### config.mk
export PLATFORM = sky130hd
export DESIGN_NAME = spi_bus_regs_flat
export DESIGN_NICKNAME = d
export VERILOG_FILES = /design/src/rtl/spi_bus_regs_pkg.sv /design/src/rtl/spi_bus_regs_if.sv /design/src/rtl/spi_bus_regs_sync_fifo.sv /design/src/rtl/spi_bus_regs.sv /design/src/flat_wrapper.sv
export SDC_FILE = /design/constraint.sdc
export NUM_CORES = 1
export LEC_CHECK = 0
export CAP_MARGIN = 10
export CORE_MARGIN = 3
export CORE_UTILIZATION = 47
export DETAILED_ROUTE_END_ITERATION = 16
export RECOVER_POWER = 25
export SYNTH_ARGS = -nofsm -noshare
export SYNTH_HDL_FRONTEND = slang
export SYNTH_SLANG_ARGS = --single-unit
### constraint.sdc
create_clock -name clk -period 14.34 [get_ports clk]
set_clock_uncertainty 0.05 [all_clocks]
set_input_delay 2.868 -clock clk [delete_from_list [all_inputs] [get_ports clk]]
set_output_delay 2.868 -clock clk [all_outputs]
set_load 0.05 [all_outputs]
### src/rtl/spi_bus_regs_pkg.sv
// Shared constants for the SPI bus register target: register offsets,
// CTRL/STATUS bit positions, word-index enum and the address decode helper.
// Pure declarations; no timing or flow-control behaviour lives here.
package spi_bus_regs_pkg;

  localparam logic [31:0] OFF_ID      = 32'h00;
  localparam logic [31:0] OFF_SCRATCH = 32'h04;
  localparam logic [31:0] OFF_CTRL    = 32'h08;
  localparam logic [31:0] OFF_STATUS  = 32'h0C;
  localparam logic [31:0] OFF_FIFO    = 32'h10;

  localparam int CTRL_IRQ_EN_RX  = 0;
  localparam int CTRL_IRQ_EN_TX  = 1;
  localparam int CTRL_IRQ_EN_ERR = 2;
  localparam int CTRL_TX_FLUSH   = 3;
  localparam int CTRL_RX_FLUSH   = 4;

  localparam int STAT_TX_COUNT_LSB = 0;
  localparam int STAT_RX_COUNT_LSB = 8;
  localparam int STAT_TX_FULL      = 16;
  localparam int STAT_RX_EMPTY     = 17;
  localparam int STAT_TX_OVF       = 24;
  localparam int STAT_RX_UNF       = 25;

  typedef enum logic [2:0] {
    IDX_ID      = 3'd0,
    IDX_SCRATCH = 3'd1,
    IDX_CTRL    = 3'd2,
    IDX_STATUS  = 3'd3,
    IDX_FIFO    = 3'd4,
    IDX_RSVD5   = 3'd5,
    IDX_RSVD6   = 3'd6,
    IDX_RSVD7   = 3'd7
  } reg_idx_t;

  // Only word-aligned addresses inside the first 32 bytes hit a register.
  function automatic logic addr_mapped(input logic [31:0] addr);
    return (addr[31:5] == 27'd0) && (addr[1:0] == 2'b00);
  endfunction

endpackage

### src/rtl/spi_bus_regs_if.sv
// Bundles the strobe bus from the SPI slave plus the fabric TX/RX streams.
// No logic; latency and flow control are defined by the attached modules.
// master = SPI slave + fabric side, slave = register target.
interface spi_bus_regs_if;
  logic [31:0] bus_addr;
  logic [31:0] bus_wdata;
  logic        bus_ren;
  logic        bus_wen;
  logic [31:0] bus_rdata;
  logic [31:0] tx_data;
  logic        tx_valid;
  logic        tx_ready;
  logic [31:0] rx_data;
  logic        rx_valid;
  logic        rx_ready;
  logic        irq;

  modport master (
    output bus_addr, bus_wdata, bus_ren, bus_wen, tx_ready, rx_data, rx_valid,
    input  bus_rdata, tx_data, tx_valid, rx_ready, irq
  );

  modport slave (
    input  bus_addr, bus_wdata, bus_ren, bus_wen, tx_ready, rx_data, rx_valid,
    output bus_rdata, tx_data, tx_valid, rx_ready, irq
  );
endinterface

### src/rtl/spi_bus_regs_sync_fifo.sv
// Single-clock FIFO with first-word fall-through head and synchronous flush.
// Push visible at head one cycle later; pop advances head one cycle later.
// Push while full is accepted only when a pop frees the slot in the same cycle.
module sync_fifo #(
  parameter int WIDTH = 32,
  parameter int DEPTH = 16
) (
  input  logic                       clk,
  input  logic                       rst_n,
  input  logic                       push,
  input  logic [WIDTH-1:0]           push_data,
  input  logic                       pop,
  input  logic                       flush,
  output logic [WIDTH-1:0]           head,
  output logic [$clog2(DEPTH):0]     count,
  output logic                       full,
  output logic                       empty
);

  localparam int AW = $clog2(DEPTH);
  localparam int CW = AW + 1;

  logic [AW-1:0]    wr_ptr_q, wr_ptr_d;
  logic [AW-1:0]    rd_ptr_q, rd_ptr_d;
  logic [CW-1:0]    count_q, count_d;
  logic [WIDTH-1:0] mem_q [DEPTH];
  logic             push_ok, pop_ok;

  assign full    = (count_q == CW'(DEPTH));
  assign empty   = (count_q == '0);
  assign pop_ok  = pop & ~empty;
  assign push_ok = push & (~full | pop_ok);
  assign count   = count_q;
  // Head is forced to zero when empty so it never exposes stale storage.
  assign head    = empty ? '0 : mem_q[rd_ptr_q];

  // Next-state for pointers and occupancy; flush overrides any transfer.
  always_comb begin
    wr_ptr_d = wr_ptr_q;
    rd_ptr_d = rd_ptr_q;
    count_d  = count_q;
    if (flush) begin
      wr_ptr_d = '0;
      rd_ptr_d = '0;
      count_d  = '0;
    end else begin
      if (push_ok) wr_ptr_d = wr_ptr_q + 1'b1;
      if (pop_ok)  rd_ptr_d = rd_ptr_q + 1'b1;
      count_d = count_q + CW'(push_ok) - CW'(pop_ok);
    end
  end

  // Pointer/count state with synchronous reset.
  always_ff @(posedge clk) begin
    if (!rst_n) begin
      wr_ptr_q <= '0;
      rd_ptr_q <= '0;
      count_q  <= '0;
    end else begin
      wr_ptr_q <= wr_ptr_d;
      rd_ptr_q <= rd_ptr_d;
      count_q  <= count_d;
    end
  end

  // Storage write; no reset needed since the head is masked while empty.
  always_ff @(posedge clk) begin
    if (push_ok && !flush) mem_q[wr_ptr_q] <= push_data;
  end

endmodule

### src/rtl/spi_bus_regs.sv
// Register target: ID/SCRATCH/CTRL/STATUS registers plus a TX/RX mailbox.
// Read data registered one cycle after bus_ren and held; irq registered.
// Fabric streams use valid/ready; overflow/underflow on the bus side set sticky flags.
module spi_bus_regs
  import spi_bus_regs_pkg::*;
#(
  parameter int          DEPTH    = 16,
  parameter logic [31:0] ID_VALUE = 32'h4742_0001
) (
  input  logic           clk,
  input  logic           rst_n,
  spi_bus_regs_if.slave  bif
);

  localparam int CW = $clog2(DEPTH) + 1;

  logic [31:0] rdata_q, rdata_d;
  logic [31:0] scratch_q, scratch_d;
  logic [2:0]  ctrl_q, ctrl_d;
  logic        tx_ovf_q, tx_ovf_d;
  logic        rx_unf_q, rx_unf_d;
  logic        irq_q, irq_d;

  logic          mapped;
  reg_idx_t      idx;
  logic          rd_hit, wr_hit;
  logic          tx_push, tx_pop, tx_flush, tx_full, tx_empty;
  logic          rx_push, rx_pop, rx_flush, rx_full, rx_empty;
  logic [CW-1:0] tx_count, rx_count;
  logic [31:0]   rx_head, status;
  logic          tx_ovf_set, rx_unf_set;

  assign mapped = addr_mapped(bif.bus_addr);
  assign idx    = reg_idx_t'(bif.bus_addr[4:2]);
  assign rd_hit = bif.bus_ren & mapped;
  assign wr_hit = bif.bus_wen & mapped;

  assign tx_flush = wr_hit && (idx == IDX_CTRL) && bif.bus_wdata[CTRL_TX_FLUSH];
  assign rx_flush = wr_hit && (idx == IDX_CTRL) && bif.bus_wdata[CTRL_RX_FLUSH];
  assign tx_push  = wr_hit && (idx == IDX_FIFO);
  assign tx_pop   = bif.tx_valid & bif.tx_ready;
  assign rx_push  = bif.rx_valid & ~rx_full;
  assign rx_pop   = rd_hit && (idx == IDX_FIFO) && !rx_empty;

  // A full-FIFO push is only an overflow if the fabric is not popping that cycle.
  assign tx_ovf_set = tx_push & tx_full & ~tx_pop & ~tx_flush;
  assign rx_unf_set = rd_hit && (idx == IDX_FIFO) && rx_empty;

  sync_fifo #(.WIDTH(32), .DEPTH(DEPTH)) u_tx_fifo (
    .clk(clk), .rst_n(rst_n),
    .push(tx_push), .push_data(bif.bus_wdata), .pop(tx_pop), .flush(tx_flush),
    .head(bif.tx_data), .count(tx_count), .full(tx_full), .empty(tx_empty)
  );

  sync_fifo #(.WIDTH(32), .DEPTH(DEPTH)) u_rx_fifo (
    .clk(clk), .rst_n(rst_n),
    .push(rx_push), .push_data(bif.rx_data), .pop(rx_pop), .flush(rx_flush),
    .head(rx_head), .count(rx_count), .full(rx_full), .empty(rx_empty)
  );

  assign bif.tx_valid  = ~tx_empty;
  assign bif.rx_ready  = ~rx_full;
  assign bif.bus_rdata = rdata_q;
  assign bif.irq       = irq_q;

  // STATUS snapshot from current (pre-update) state.
  always_comb begin
    status = '0;
    status[STAT_TX_COUNT_LSB +: 8] = 8'(tx_count);
    status[STAT_RX_COUNT_LSB +: 8] = 8'(rx_count);
    status[STAT_TX_FULL]  = tx_full;
    status[STAT_RX_EMPTY] = rx_empty;
    status[STAT_TX_OVF]   = tx_ovf_q;
    status[STAT_RX_UNF]   = rx_unf_q;
  end

  // Register writes, sticky flags, read mux and interrupt next-state.
  always_comb begin
    scratch_d = scratch_q;
    ctrl_d    = ctrl_q;
    rdata_d   = rdata_q;
    tx_ovf_d  = tx_ovf_q;
    rx_unf_d  = rx_unf_q;

    if (wr_hit && idx == IDX_SCRATCH) scratch_d = bif.bus_wdata;
    if (wr_hit && idx == IDX_CTRL)    ctrl_d    = bif.bus_wdata[2:0];
    if (wr_hit && idx == IDX_STATUS) begin
      if (bif.bus_wdata[STAT_TX_OVF]) tx_ovf_d = 1'b0;
      if (bif.bus_wdata[STAT_RX_UNF]) rx_unf_d = 1'b0;
    end
    // New errors win over a same-cycle clear.
    if (tx_ovf_set) tx_ovf_d = 1'b1;
    if (rx_unf_set) rx_unf_d = 1'b1;

    if (bif.bus_ren) begin
      rdata_d = 32'h0;
      if (mapped) begin
        case (idx)
          IDX_ID:      rdata_d = ID_VALUE;
          IDX_SCRATCH: rdata_d = scratch_q;
          IDX_CTRL:    rdata_d = {29'd0, ctrl_q};
          IDX_STATUS:  rdata_d = status;
          IDX_FIFO:    rdata_d = rx_head;
          default:     rdata_d = 32'h0;
        endcase
      end
    end

    irq_d = (ctrl_q[CTRL_IRQ_EN_RX]  & ~rx_empty) |
            (ctrl_q[CTRL_IRQ_EN_TX]  &  tx_empty) |
            (ctrl_q[CTRL_IRQ_EN_ERR] & (tx_ovf_q | rx_unf_q));
  end

  // Register state with synchronous active-low reset.
  always_ff @(posedge clk) begin
    if (!rst_n) begin
      rdata_q   <= '0;
      scratch_q <= '0;
      ctrl_q    <= '0;
      tx_ovf_q  <= 1'b0;
      rx_unf_q  <= 1'b0;
      irq_q     <= 1'b0;
    end else begin
      rdata_q   <= rdata_d;
      scratch_q <= scratch_d;
      ctrl_q    <= ctrl_d;
      tx_ovf_q  <= tx_ovf_d;
      rx_unf_q  <= rx_unf_d;
      irq_q     <= irq_d;
    end
  end

endmodule

### src/flat_wrapper.sv
// flat-port wrapper written by rule: the top's interface ports become plain ports
module spi_bus_regs_flat import spi_bus_regs_pkg::*;
#(
  parameter int          DEPTH    = 16,
  parameter logic [31:0] ID_VALUE = 32'h4742_0001
)
  (clk, rst_n, bif_bus_addr, bif_bus_wdata, bif_bus_ren, bif_bus_wen, bif_tx_ready, bif_rx_data, bif_rx_valid, bif_bus_rdata, bif_tx_data, bif_tx_valid, bif_rx_ready, bif_irq);
  spi_bus_regs_if bif_i ();
  input  logic clk;
  input  logic rst_n;
  input wire logic [$bits(bif_i.bus_addr)-1:0] bif_bus_addr;
  input wire logic [$bits(bif_i.bus_wdata)-1:0] bif_bus_wdata;
  input wire logic [$bits(bif_i.bus_ren)-1:0] bif_bus_ren;
  input wire logic [$bits(bif_i.bus_wen)-1:0] bif_bus_wen;
  input wire logic [$bits(bif_i.tx_ready)-1:0] bif_tx_ready;
  input wire logic [$bits(bif_i.rx_data)-1:0] bif_rx_data;
  input wire logic [$bits(bif_i.rx_valid)-1:0] bif_rx_valid;
  output wire logic [$bits(bif_i.bus_rdata)-1:0] bif_bus_rdata;
  output wire logic [$bits(bif_i.tx_data)-1:0] bif_tx_data;
  output wire logic [$bits(bif_i.tx_valid)-1:0] bif_tx_valid;
  output wire logic [$bits(bif_i.rx_ready)-1:0] bif_rx_ready;
  output wire logic [$bits(bif_i.irq)-1:0] bif_irq;
  assign bif_i.bus_addr = bif_bus_addr;
  assign bif_i.bus_wdata = bif_bus_wdata;
  assign bif_i.bus_ren = bif_bus_ren;
  assign bif_i.bus_wen = bif_bus_wen;
  assign bif_i.tx_ready = bif_tx_ready;
  assign bif_i.rx_data = bif_rx_data;
  assign bif_i.rx_valid = bif_rx_valid;
  assign bif_bus_rdata = bif_i.bus_rdata;
  assign bif_tx_data = bif_i.tx_data;
  assign bif_tx_valid = bif_i.tx_valid;
  assign bif_rx_ready = bif_i.rx_ready;
  assign bif_irq = bif_i.irq;
  spi_bus_regs #(.DEPTH(DEPTH), .ID_VALUE(ID_VALUE)) u_core (.clk(clk), .rst_n(rst_n), .bif(bif_i));
endmodule
==> results of run 1 <==
-- logic make-up (layout without fill, tap and decap cells) --
family | after synthesis | count (layout) | synth area share, %
XOR/XNOR | 18 | 18 | 0.361
flip-flops | 1128 | 1128 | 75.1
buffers and inverters | 146 | 457 | 1.30
adder cells (fa/ha/maj) | 23 | 23 | 0.692
other | 0 | 4 | 0
AO/OA/AOI/OAI | 182 | 182 | 2.62
multiplexers | 336 | 336 | 15.9
AND/OR/NAND/NOR | 344 | 344 | 4.08
-- cell usage after synthesis, types with 7 or more instances --
| master | instances | area (µm²) |
|---|---|---|
| nand3_1 | 10 | 50.1 |
| nor4b_1 | 9 | 78.8 |
| nor4_1 | 22 | 138 |
| edfxtp_1 | 1024 | 30700 |
| inv_1 | 25 | 93.8 |
| o21ai_0 | 41 | 205 |
| a31oi_1 | 14 | 87.6 |
| a221oi_1 | 9 | 78.8 |
| xnor2_1 | 12 | 105 |
| mux2i_1 | 34 | 340 |
| mux2_2 | 18 | 203 |
| buf_1 | 25 | 93.8 |
| mux4_2 | 284 | 6400 |
| nand2_1 | 120 | 450 |
| buf_2 | 16 | 80.1 |
| clkbuf_1 | 80 | 300 |
| nor2_1 | 54 | 203 |
| nor2b_1 | 36 | 225 |
| nand2b_1 | 7 | 43.8 |
| a21oi_1 | 78 | 390 |
| ha_1 | 21 | 263 |
| o221a_2 | 15 | 169 |
| dfxtp_1 | 104 | 2080 |
| and2_1 | 43 | 269 |
-- sequential cells by signal, indices dropped and copies added (netlist names), 3 cells and up, named ones only --
| register | cells |
|---|---|
| u_core.bif.bus_rdata | 32 |
| u_core.ctrl_q | 3 |
| u_core.scratch_q | 32 |
| u_core.u_rx_fifo.count | 5 |
| u_core.u_rx_fifo.mem_q | 512 |
| u_core.u_rx_fifo.rd_ptr_q | 4 |
| u_core.u_rx_fifo.wr_ptr_q | 4 |
| u_core.u_tx_fifo.count | 5 |
| u_core.u_tx_fifo.mem_q | 512 |
| u_core.u_tx_fifo.rd_ptr_q | 4 |
| u_core.u_tx_fifo.wr_ptr_q | 4 |
-- worst min path at each step --
stage,slack (ps),depth (start not counted),endpoint,startpoint
6_report,410,2,u_core.scratch_q[2],u_core.scratch_q[2]
5_1_grt,410,2,u_core.scratch_q[25],u_core.scratch_q[25]
4_1_cts,410,2,u_core.scratch_q[25],u_core.scratch_q[25]
3_5_place_dp,400,2,u_core.scratch_q[25],u_core.scratch_q[25]
3_3_place_gp,390,2,u_core.scratch_q[0],u_core.scratch_q[0]
2_1_floorplan,380,2,u_core.scratch_q[16],u_core.scratch_q[16]
-- cell usage in the layout, fill, tap and decap left out, types with 21 or more instances in the layout --
cell,count
mux4_2,284
dfxtp_1,96
inv_1,25
ha_1,21
dlygate4sd3_1,36
nand2_1,120
and2_1,35
clkdlybuf4s50_1,131
clkbuf_1,23
buf_4,47
nor2_1,50
nor2b_1,36
a21oi_1,78
edfxtp_1,1024
mux2i_1,34
o21ai_0,41
clkbuf_16,116
-- layout make-up --
cell class,count,area (µm²)
Clock buffer,144,3070
Timing Repair Buffer,216,2030
Fill cell,7038,41000
Multi-Input combinational cell,903,10500
Clock inverter,72,825
Tap cell,1243,1560
Inverter,25,93.8
Sequential cell,1128,32900
Antenna cell,4,10.0
-- metrics by stage --
stage / hold slack (ps) / std cells
after detailed placement: 401 / 3515
after floorplan: 377 / 2177
final: 407 / 3735
after CTS: 411 / 3731
after global placement: 392 / 3515
after global routing: 414 / 3731
-- worst register-to-register path: stages (launching register included) --
cell and delay [ps]:
dfxtp_1 340, inv_1 80, ha_1 170, nor4bb_1 720
nor2b_1 590, or2_1 340, o21ai_0 130, ha_1 240
fa_1 440, a21oi_1 160, nor2_1 60, nor2_1 110
xnor2_1 140, nor2_1 60
-- report_power, final --
part / leakage (µW) / switching (µW) / internal, µW / total (µW)
combinational: 0.00369 / 611 / 497 / 1110
clock: 0.00185 / 1250 / 1790 / 3040
sequential: 0.0101 / 83.5 / 3640 / 3720
total: 0.0156 / 1950 / 5930 / 7880
-- layer usage --
metal / track usage, % / vias up / part of all wire (%)
met5: 0 / - / 0.069
met4: 5.05 / 12 / 2.1
met3: 4.00 / 164 / 6.8
met2: 35.6 / 815 / 49
met1: 31.2 / 11700 / 42
li1: - / 9339 / -
==> results.ini, run 1 <==
[synth]
avgSynthCellArea_um2=20.1
yosys_warnings=0
synth_edf_count=1024
ys_types=52
syn_area_mm2=0.0437
ys_async_sr_fraction_pct=0
syn_inst=2177
synth_top_flop_cell=edfxtp_1
syn-num-nets=2302
ys_seq_elements=1128
ys_seq_area_share_pct=75.1

[cts]
insertion_delay_ps=670
htreeDepth=3
cts_resized=0
clock-sinks=1128
cts_buffers=113
postCtsSetupBuffers=0
clockBufferDepth=3
cts_tree=done
root_buffer=clkbuf_16
cts_hold_buf=0
path_clk_slew_ps=60

[power]
vdd_ir_drop_max_mv=0.119
leakagePower_uw=0.0156
finalPower_uw=7880
powerDensity_mw_per_mm2=155

[grt]
grt_usage_pct=21.9
grt_pass1_wl_um=156000
grt_max_degree=74
antenna_found_initial=15
grt_pass1_vias=22600
grt_overflow_total=0

[setup_path]
required_ps=11420
reg2regPathDepth=13
crit_buf_inv=3
startpoint_type=flop
path_cells=buf_4 -> buf_4 -> mux4_2 -> mux4_2 -> and2_1 -> clkdlybuf4s50_1
regToRegSetupSlack_ps=10580
cp.arrival_ps=5400
worstReg2RegStart=u_core.u_tx_fifo.count[3]
setup.worst_path.end=bif_tx_data[21]
crit_slowest_cell=dfxtp_4
end_kind=output pin
path_class=reg2out
cp_max_fo=50
cp.depth=6
max_stage_delay_ps=1000
worstReg2RegEnd=u_core.u_tx_fifo.count[4]
cp_top_family=buffers and inverters

[placed_design]
place_hpwl_um=59300
placement.io_buffers=168
placed_cell_area_mm2=0.0470
pre_cts_slack_ps=6550
gp_congestion=0.785

[final_layout]
layout-drive-gt1-share_pct=23.8
finish.instance_area_mm2=0.0509
final_core_util_pct=55.4
nNetsFinal=2512
areaGrowthSynthToFinish_pct=16.4

[route]
drc=0
vias=22100
drt-total-wl_um=106000
routedWlPerCell_um=28.4
vias_per_cell=5.91
dr.first_iter.drc_count=2201
drtAntennaViolNets=0
drt-pass1-iter-count=5

[timing]
finalSetupViolCount=0
relSlewSlack_pct=22.8
tightest_slew_ps=1160
min_period_over_period_pct=58.0
setup_ws_ps=6020
max_freq_mhz=120
hold_viol=0
rsz0062_at_grt=false
final.setup.tns_ps=0
period_minus_slack_ps=8320
finalMaxSlewViolations=0

[floorplanning]
dieArea_mm2=0.0967
die_w_um=311
die_h_um=311
core_mm2=0.0919
start_util_pct=47.6
ios=169
rows=111

[min_path]
hold_class=reg2reg

[run]
maxCapViolations=0

[outcome]
status=finished, final reports clean

Power figures use the tool's default switching activity.
==> run 2, diff against run 1 <==
Clock period 14.34 ns to 8.4 ns, I/O delays scaled along.
==> run 2 against run 1 <==
Against the previous run:
- first-iteration DRC count up 2.6%
- wire length fell by 3.2%
- final area down 0.67%
- cell count shrank 0.37%
- sequential cell count is the same
- count of clock-buffer cells in the layout is 23 higher
==> results.ini, run 2 (synthesis results as in run 1) <==
[floorplanning]
dieArea_mm2=0.0967
core_mm2=0.0919
die_h_um=311
ios=169
die_w_um=311
rows=111
start_util_pct=47.6

[grt]
grt_pass1_wl_um=153000
grt_pass1_vias=22600
grt_usage_pct=21.3
grt_max_degree=69
antenna_found_initial=11
grt_overflow_total=0

[timing]
relSlewSlack_pct=23.1
min_period_over_period_pct=70.5
setup_ws_ps=2480
hold_viol=0
period_minus_slack_ps=5920
max_freq_mhz=169
final.setup.tns_ps=0
rsz0062_at_grt=false
finalSetupViolCount=0
tightest_slew_ps=1150
finalMaxSlewViolations=0

[power]
vdd_ir_drop_max_mv=0.214
powerDensity_mw_per_mm2=260
leakagePower_uw=0.0155

[cts]
cts_resized=0
cts_buffers=114
cts_hold_buf=0
htreeDepth=3
path_clk_slew_ps=60
postCtsSetupBuffers=0
clock-sinks=1128
cts_tree=done
clockBufferDepth=3
root_buffer=clkbuf_16
insertion_delay_ps=680

[final_layout]
fill_cells=7116
final_cell_mix=1,024 x edfxtp_1, 284 x mux4_2, 130 x clkdlybuf4s50_1
top_regs=u_core.u_rx_fifo.mem_q: 512 flops, u_core.u_tx_fifo.mem_q: 512 flops
layout-drive-gt1-share_pct=22.3
nNetsFinal=2505
areaGrowthSynthToFinish_pct=15.7
final_common_cell=edfxtp_1

[setup_path]
cp_max_fo=54
path_class=reg2out
end_kind=output pin
cp.arrival_ps=4190
required_ps=6670
regToRegSetupSlack_ps=4700
startpoint_type=flop

[outcome]
status=finished, final reports clean

[route]
drt-total-wl_um=103000
vias_per_cell=5.86
drt-pass1-iter-count=5
vias=21800
routedWlPerCell_um=27.6
drtAntennaViolNets=0
dr.first_iter.drc_count=2259
drc=0

[placed_design]
gp_congestion=0.805
pre_cts_slack_ps=2490
place_hpwl_um=60400
placement.io_buffers=168

[run]
maxCapViolations=0

[min_path]
hold_class=reg2reg

## run 2: changes by cell type in the layout (fill, tap and decap cells not counted), sizes merged, moves of 2 or more
cell and delta:
bufinv -10, clkinv +2, inv -3, clkbuf +23
clkinvlp -16, diode -2, buf -8
## run 2: layout make-up
class | count | area, µm² | share of cell area [%]
sequential | 1128 | 32900 | 65.0
inverter | 25 | 93.8 | 0.186
clock inverter | 45 | 367 | 0.725
clock buffer | 167 | 3240 | 6.40
tap | 1243 | 1560 | 3.08
antenna | 2 | 5.00 | 0.00990
timing repair buffer | 208 | 1990 | 3.93
multi-input combinational | 903 | 10500 | 20.7
## run 2: report_power, final
group / switching, µW / internal, µW / leakage (µW) / total (µW)
logic: 1110 / 853 / 0.00365 / 1960
clock network: 2040 / 2810 / 0.00174 / 4850
registers: 114 / 6220 / 0.0101 / 6330
## run 2: critical path, stage by stage (launching register included)
cell	delay, ps
dfxtp_4	890
buf_4	710
mux4_2	470
mux4_2	520
and2_1	180
clkdlybuf4s50_1	690
## run 2: metal layers
layer | GRT usage [%] | part of all wire, % | vias up
met5 | 0 | 0.044 | -
met4 | 4.58 | 2.0 | 6
met3 | 3.88 | 6.2 | 153
met2 | 34.9 | 49 | 721
met1 | 30.1 | 42 | 11600
li1 | - | - | 9319
## run 2: through the flow
step	total power [µW]	hold WS, ps	util, %	instance area, µm²	instances
after floorplan	7750	377	-	43700	2177
after global placement	8440	394	51.1	47000	3507
after detailed placement	8470	399	51.1	47000	3507
after CTS	13300	412	55.0	50600	3719
after global routing	13600	428	55.0	50600	3719
final	13100	409	55.0	50600	3721
## run 2: worst paths after layout
check / startpoint / endpoint / cells after the start
setup reg to reg: u_core.u_tx_fifo.count[2] / u_core.u_tx_fifo.count[4] / 13
setup / recovery: flop / bif_tx_data[25] / 5
hold reg to reg: u_core.scratch_q[23] / u_core.scratch_q[23] / 2
hold / removal: u_core.scratch_q[23] / u_core.scratch_q[23] / 2
